===== src/rtl/mem_bus_arbiter.sv =====
// Two-master (instruction fetch / data access) arbiter for a single-port slave bus.
// Define ARB_ROUND_ROBIN_EN to alternate grants under contention instead of data-first priority.
module mem_bus_arbiter #(
  parameter int ADDR_W  = 32,
  parameter int DATA_W  = 32,
  parameter int TIMEOUT = 16,
  localparam int SEL_W  = DATA_W / 8
) (
  input  logic              clk,
  input  logic              rst,
  input  logic              i_req,
  input  logic [ADDR_W-1:0] i_addr,
  output logic              i_ack,
  output logic              i_err,
  output logic [DATA_W-1:0] i_rdata,
  output logic              i_stall,
  input  logic              d_req,
  input  logic              d_we,
  input  logic [ADDR_W-1:0] d_addr,
  input  logic [SEL_W-1:0]  d_sel,
  input  logic [DATA_W-1:0] d_wdata,
  output logic              d_ack,
  output logic              d_err,
  output logic [DATA_W-1:0] d_rdata,
  output logic              d_stall,
  output logic              s_ce,
  output logic              s_we,
  output logic [ADDR_W-1:0] s_addr,
  output logic [SEL_W-1:0]  s_sel,
  output logic [DATA_W-1:0] s_wdata,
  input  logic              s_ack,
  input  logic [DATA_W-1:0] s_rdata
);

  typedef enum logic {IDLE, BUSY} state_t;

  localparam logic [7:0] TCNT_LAST = 8'(TIMEOUT - 1);

  state_t              state_reg, state_next;
  logic                owner_reg, owner_next;   // 0 = inst, 1 = data
  logic                last_reg, last_next;
  logic [7:0]          tcnt_reg, tcnt_next;
  logic                s_ce_reg, s_ce_next;
  logic                s_we_reg, s_we_next;
  logic [ADDR_W-1:0]   s_addr_reg, s_addr_next;
  logic [SEL_W-1:0]    s_sel_reg, s_sel_next;
  logic [DATA_W-1:0]   s_wdata_reg, s_wdata_next;
  logic                i_ack_reg, i_ack_next;
  logic                i_err_reg, i_err_next;
  logic [DATA_W-1:0]   i_rdata_reg, i_rdata_next;
  logic                d_ack_reg, d_ack_next;
  logic                d_err_reg, d_err_next;
  logic [DATA_W-1:0]   d_rdata_reg, d_rdata_next;

  logic                i_elig, d_elig, grant_data;
  logic [DATA_W-1:0]   done_rdata;
  logic                done_err, done;

  // A master whose ack is high this cycle is not eligible, so it cannot be re-granted on the same edge.
  assign i_elig = i_req & ~i_ack_reg;
  assign d_elig = d_req & ~d_ack_reg;

`ifdef ARB_ROUND_ROBIN_EN
  assign grant_data = d_elig & (~i_elig | ~last_reg);
`else
  assign grant_data = d_elig;
`endif

  always_ff @(posedge clk) begin
    if (!rst) begin
      state_reg   <= IDLE;
      owner_reg   <= 1'b0;
      last_reg    <= 1'b0;
      tcnt_reg    <= '0;
      s_ce_reg    <= 1'b0;
      s_we_reg    <= 1'b0;
      s_addr_reg  <= '0;
      s_sel_reg   <= '0;
      s_wdata_reg <= '0;
      i_ack_reg   <= 1'b0;
      i_err_reg   <= 1'b0;
      i_rdata_reg <= '0;
      d_ack_reg   <= 1'b0;
      d_err_reg   <= 1'b0;
      d_rdata_reg <= '0;
    end else begin
      state_reg   <= state_next;
      owner_reg   <= owner_next;
      last_reg    <= last_next;
      tcnt_reg    <= tcnt_next;
      s_ce_reg    <= s_ce_next;
      s_we_reg    <= s_we_next;
      s_addr_reg  <= s_addr_next;
      s_sel_reg   <= s_sel_next;
      s_wdata_reg <= s_wdata_next;
      i_ack_reg   <= i_ack_next;
      i_err_reg   <= i_err_next;
      i_rdata_reg <= i_rdata_next;
      d_ack_reg   <= d_ack_next;
      d_err_reg   <= d_err_next;
      d_rdata_reg <= d_rdata_next;
    end
  end

  always_comb begin
    state_next   = state_reg;
    owner_next   = owner_reg;
    last_next    = last_reg;
    tcnt_next    = tcnt_reg;
    s_ce_next    = s_ce_reg;
    s_we_next    = s_we_reg;
    s_addr_next  = s_addr_reg;
    s_sel_next   = s_sel_reg;
    s_wdata_next = s_wdata_reg;
    i_ack_next   = 1'b0;
    i_err_next   = i_err_reg;
    i_rdata_next = i_rdata_reg;
    d_ack_next   = 1'b0;
    d_err_next   = d_err_reg;
    d_rdata_next = d_rdata_reg;
    done         = 1'b0;
    done_err     = 1'b0;
    done_rdata   = '0;

    case (state_reg)
      IDLE: begin
        if (i_elig | d_elig) begin
          state_next = BUSY;
          tcnt_next  = '0;
          owner_next = grant_data;
          last_next  = grant_data;
          s_ce_next  = 1'b1;
          if (grant_data) begin
            s_we_next    = d_we;
            s_addr_next  = d_addr;
            s_sel_next   = d_sel;
            s_wdata_next = d_wdata;
          end else begin
            s_we_next    = 1'b0;
            s_addr_next  = i_addr;
            s_sel_next   = '1;
            s_wdata_next = '0;
          end
        end
      end
      BUSY: begin
        if (s_ack) begin
          done       = 1'b1;
          done_rdata = s_we_reg ? '0 : s_rdata;
        end else if (tcnt_reg == TCNT_LAST) begin
          done     = 1'b1;
          done_err = 1'b1;
        end else begin
          tcnt_next = tcnt_reg + 8'd1;
        end
      end
      default: state_next = IDLE;
    endcase

    // Completion (normal or aborted) returns the bus to IDLE and acks only the owner.
    if (done) begin
      state_next = IDLE;
      s_ce_next  = 1'b0;
      s_we_next  = 1'b0;
      if (owner_reg) begin
        d_ack_next   = 1'b1;
        d_err_next   = done_err;
        d_rdata_next = done_rdata;
      end else begin
        i_ack_next   = 1'b1;
        i_err_next   = done_err;
        i_rdata_next = done_rdata;
      end
    end
  end

  assign i_ack   = i_ack_reg;
  assign i_err   = i_err_reg;
  assign i_rdata = i_rdata_reg;
  assign i_stall = i_req & ~i_ack_reg;
  assign d_ack   = d_ack_reg;
  assign d_err   = d_err_reg;
  assign d_rdata = d_rdata_reg;
  assign d_stall = d_req & ~d_ack_reg;
  assign s_ce    = s_ce_reg;
  assign s_we    = s_we_reg;
  assign s_addr  = s_addr_reg;
  assign s_sel   = s_sel_reg;
  assign s_wdata = s_wdata_reg;

endmodule


===== config.mk =====
export PLATFORM = sky130hd
export DESIGN_NAME = mem_bus_arbiter
export DESIGN_NICKNAME = d
export VERILOG_FILES = /design/src/rtl/mem_bus_arbiter.sv
export SDC_FILE = /design/constraint.sdc
export NUM_CORES = 1
export LEC_CHECK = 0
export BUFFER_PORTS_ARGS = -buffer_cell sky130_fd_sc_hd__buf_2
export CAP_MARGIN = 10
export CORE_ASPECT_RATIO = 1.5
export CORE_UTILIZATION = 30
export CTS_CLUSTER_SIZE = 16
export DETAILED_ROUTE_END_ITERATION = 8
export SYNTH_ARGS = -nofsm -noshare
export SYNTH_HDL_FRONTEND = slang
export SYNTH_SLANG_ARGS = --single-unit

===== constraint.sdc =====
create_clock -name clk -period 3.2 [get_ports clk]
set_input_delay 0.96 -clock clk [delete_from_list [all_inputs] [get_ports clk]]
set_output_delay 0.96 -clock clk [all_outputs]
set_load 0.02 [all_outputs]

==> flow_metrics.env <==
export IMPL_status="complete, no violations"
export IMPL_reg2reg_to="i_rdata[25]"
export IMPL_critPathMaxFanout=4
export IMPL_power_density_nw_per_um2=579.1
export IMPL_hold_class="reg2reg"
export IMPL_clock_sinks=148
export IMPL_post_drt_wl_per_cell_um=14.43
export IMPL_die_w_um=114.9
export IMPL_r2r_slack_ns=0.88
export IMPL_muxShareOfSynthArea_pct=11.34
export IMPL_worstSetupStartpointType="input pin"
export IMPL_worstSetupPathType="in2out"
export IMPL_first_pass_iters=5
export IMPL_syn_inst=629
export IMPL_seq_area_frac_synth_pct=51.64
export IMPL_grt_ovfl_total=0
export IMPL_yosys_cell_count_top_type="nand2_1"
export IMPL_netlist_top_cells_area="dfxtp_1 (52%), mux2i_1 (11%), nand2_1 (11%)"
export IMPL_synth_top_area_cell="dfxtp_1"
export IMPL_final_nets=1029
export IMPL_setup_slack_ns=0.6148
export IMPL_route_detailed_drc=0
export IMPL_syn_nets=768
export IMPL_synthSimpleGateAreaFrac_pct=18.60
export IMPL_vias_per_cell=4.668
export IMPL_relSlewSlack_pct=53.38
export IMPL_synth_top_family_by_area="simple AND/OR/NAND/NOR gates"
export IMPL_fp_dieH_um=171.4
export IMPL_syn_area_um2=5738
export IMPL_rows=61
export IMPL_yosys_warnings=0
export IMPL_synthAdderAreaFrac_pct=0.2181
export IMPL_setup_tns_ns=0
export IMPL_end_kind="output port"
export IMPL_startpoint="i_req"
export IMPL_drive_gt1_share_pct=37.43
export IMPL_synth_seq_cells=148
export IMPL_required_ns=2.24
export IMPL_synthArstFlopShare_pct=0
export IMPL_p_leak_nw=3.838
export IMPL_gp_congestion=0.7441
export IMPL_antenna_found_initial=1
export IMPL_place_port_buffers=277
export IMPL_setup_viol=0
export IMPL_crit_end="i_stall"
export IMPL_clk_pin_slew_ns=0.07
export IMPL_post_route_period_util_pct=80.79
export IMPL_routed_wl_mm=16.68
export IMPL_cts_buffer_depth=2
export IMPL_h_tree_depth=4
export IMPL_drtAntennaViolNets=0
export IMPL_dp_hpwl_mm=11.77
export IMPL_reg2reg_from="tcnt_reg[0]"
export IMPL_clk_latency_ns=0.41
export IMPL_dieArea_um2=19700
export IMPL_via_count=5396
export IMPL_grt_pass1_wl_mm=25.33
export IMPL_min_period_ns=2.585
export IMPL_ys_flop_type="dfxtp_1"
export IMPL_yosys_top_cells_count="nand2_1 (166), dfxtp_1 (148), nor2_1 (74)"
export IMPL_hold_violations=0
export IMPL_cts_tree="built"
export IMPL_cts_repair_resized=0
export IMPL_cts_hold_buffers=0
export IMPL_grt_pass1_vias=4963
export IMPL_skew_ns=0.01002
export IMPL_synth_top_area_share_pct=51.64
export IMPL_synth_compound_area_share_pct=13.08
export IMPL_cts_setup_buffers=0
export IMPL_io_pins=278
export IMPL_cts_buffers=17
export IMPL_r2r_cells=6
export IMPL_grt_max_degree=67
export IMPL_post_place_ws_ns=0.6221
export IMPL_cts_root_buf="clkbuf_16"
export IMPL_synth_edff_count=0
export IMPL_coreArea_um2=18620
export IMPL_grt_usage_pct=16.44
export IMPL_fmax_ghz=0.3868
export IMPL_dr_first_iter_drc_count=264
export IMPL_area_delta_synth_final_pct=38.12
export IMPL_slew_viol_final=0
export IMPL_max_cap_viol_count=0
export IMPL_worst_pin_slew_ns=0.6993
export IMPL_synth_xor_area_share_pct=0
export IMPL_syn_avg_cell_area_um2=9.122
export IMPL_worst_ir_drop_vdd_v=0.0002315
export IMPL_initial_core_util_pct=30.81
export IMPL_ys_types=39
export IMPL_crit_arrival_ns=1.63
export IMPL_rsz0062_at_grt="false"
-- cell families after synthesis --
group / after synthesis
and+or+nand+nor: 265
DFF: 148
AOI/OAI and AO/OA: 96
muxes: 65
buffers and inverters: 54
adders and majority gates: 1
-- cell usage in the layout (no fill, tap or decap), types with 2 or more instances in the layout --
cell,instances
buf_2,277
nor3_1,2
inv_1,4
clkinv_4,2
a31oi_1,3
mux2i_1,65
inv_6,4
nand2_1,166
buf_12,3
o21ai_0,9
clkinvlp_4,2
dfxtp_1,148
nand3_1,5
nand4_1,4
a22oi_1,33
inv_8,3
and2_1,2
bufinv_16,2
a21oi_1,6
clkbuf_16,17
nor2_1,73
o221a_2,4
inv_2,2
a311oi_1,33
buf_4,10
-- worst min path at each step --
stage,startpoint,slack [ns],cells after the start,endpoint
2_1_floorplan,tcnt_reg[5],0.47,1,tcnt_reg[5]
3_3_place_gp,i_rdata[14],0.44,2,i_rdata[14]
3_5_place_dp,i_rdata[9],0.45,2,i_rdata[9]
4_1_cts,i_rdata[30],0.46,2,i_rdata[30]
5_1_grt,i_rdata[31],0.47,2,i_rdata[31]
6_report,i_rdata[30],0.45,2,i_rdata[30]
-- per-stage QoR --
stage | cells | power [mW] | utilization, % | hold slack [ns] | cell area (um^2)
floorplan | 629 | 2.366 | - | 0.4715 | 5738
global placement | 1123 | 2.589 | 39.29 | 0.4395 | 7317
detailed placement | 1123 | 2.592 | 39.29 | 0.4457 | 7317
CTS | 1155 | 4.655 | 42.54 | 0.4587 | 7923
global route | 1155 | 4.798 | 42.54 | 0.4698 | 7923
finish | 1156 | 4.589 | 42.56 | 0.4538 | 7925
-- power breakdown --
group | internal (mW) | leakage [nW] | total [mW] | switching [mW]
sequential | 1.92 | 1.21 | 1.97 | 0.0432
clock | 1.20 | 0.294 | 2.04 | 0.846
combinational | 0.223 | 2.34 | 0.579 | 0.357
total | 3.34 | 3.84 | 4.59 | 1.25
-- cell type report --
cell class / instances / area, um^2
antenna: 1 / 2.502
clock buffer: 18 / 439.2
clock inverter: 14 / 166.4
inverter: 6 / 22.52
sequential: 148 / 2963
timing repair buffer: 290 / 1521
tap: 252 / 315.3
fill: 1901 / 10700
multi-input combinational: 427 / 2495
-- metal layers --
metal | vias to the layer above | share of wire, % | global-route usage [%] | routed length [um]
li1 | 2687 | - | - | -
met1 | 2493 | 41 | 18.64 | 6808
met2 | 203 | 50 | 28.26 | 8278
met3 | 13 | 7.8 | 5.391 | 1297
met4 | 0 | 1.8 | 6.494 | 293
met5 | - | 0 | 0 | 0
-- worst max-delay path: stages --
cell and delay (ns):
buf_2 0.07, nor2b_1 0.35, buf_2 0.24
Power figures use the tool's default switching activity.
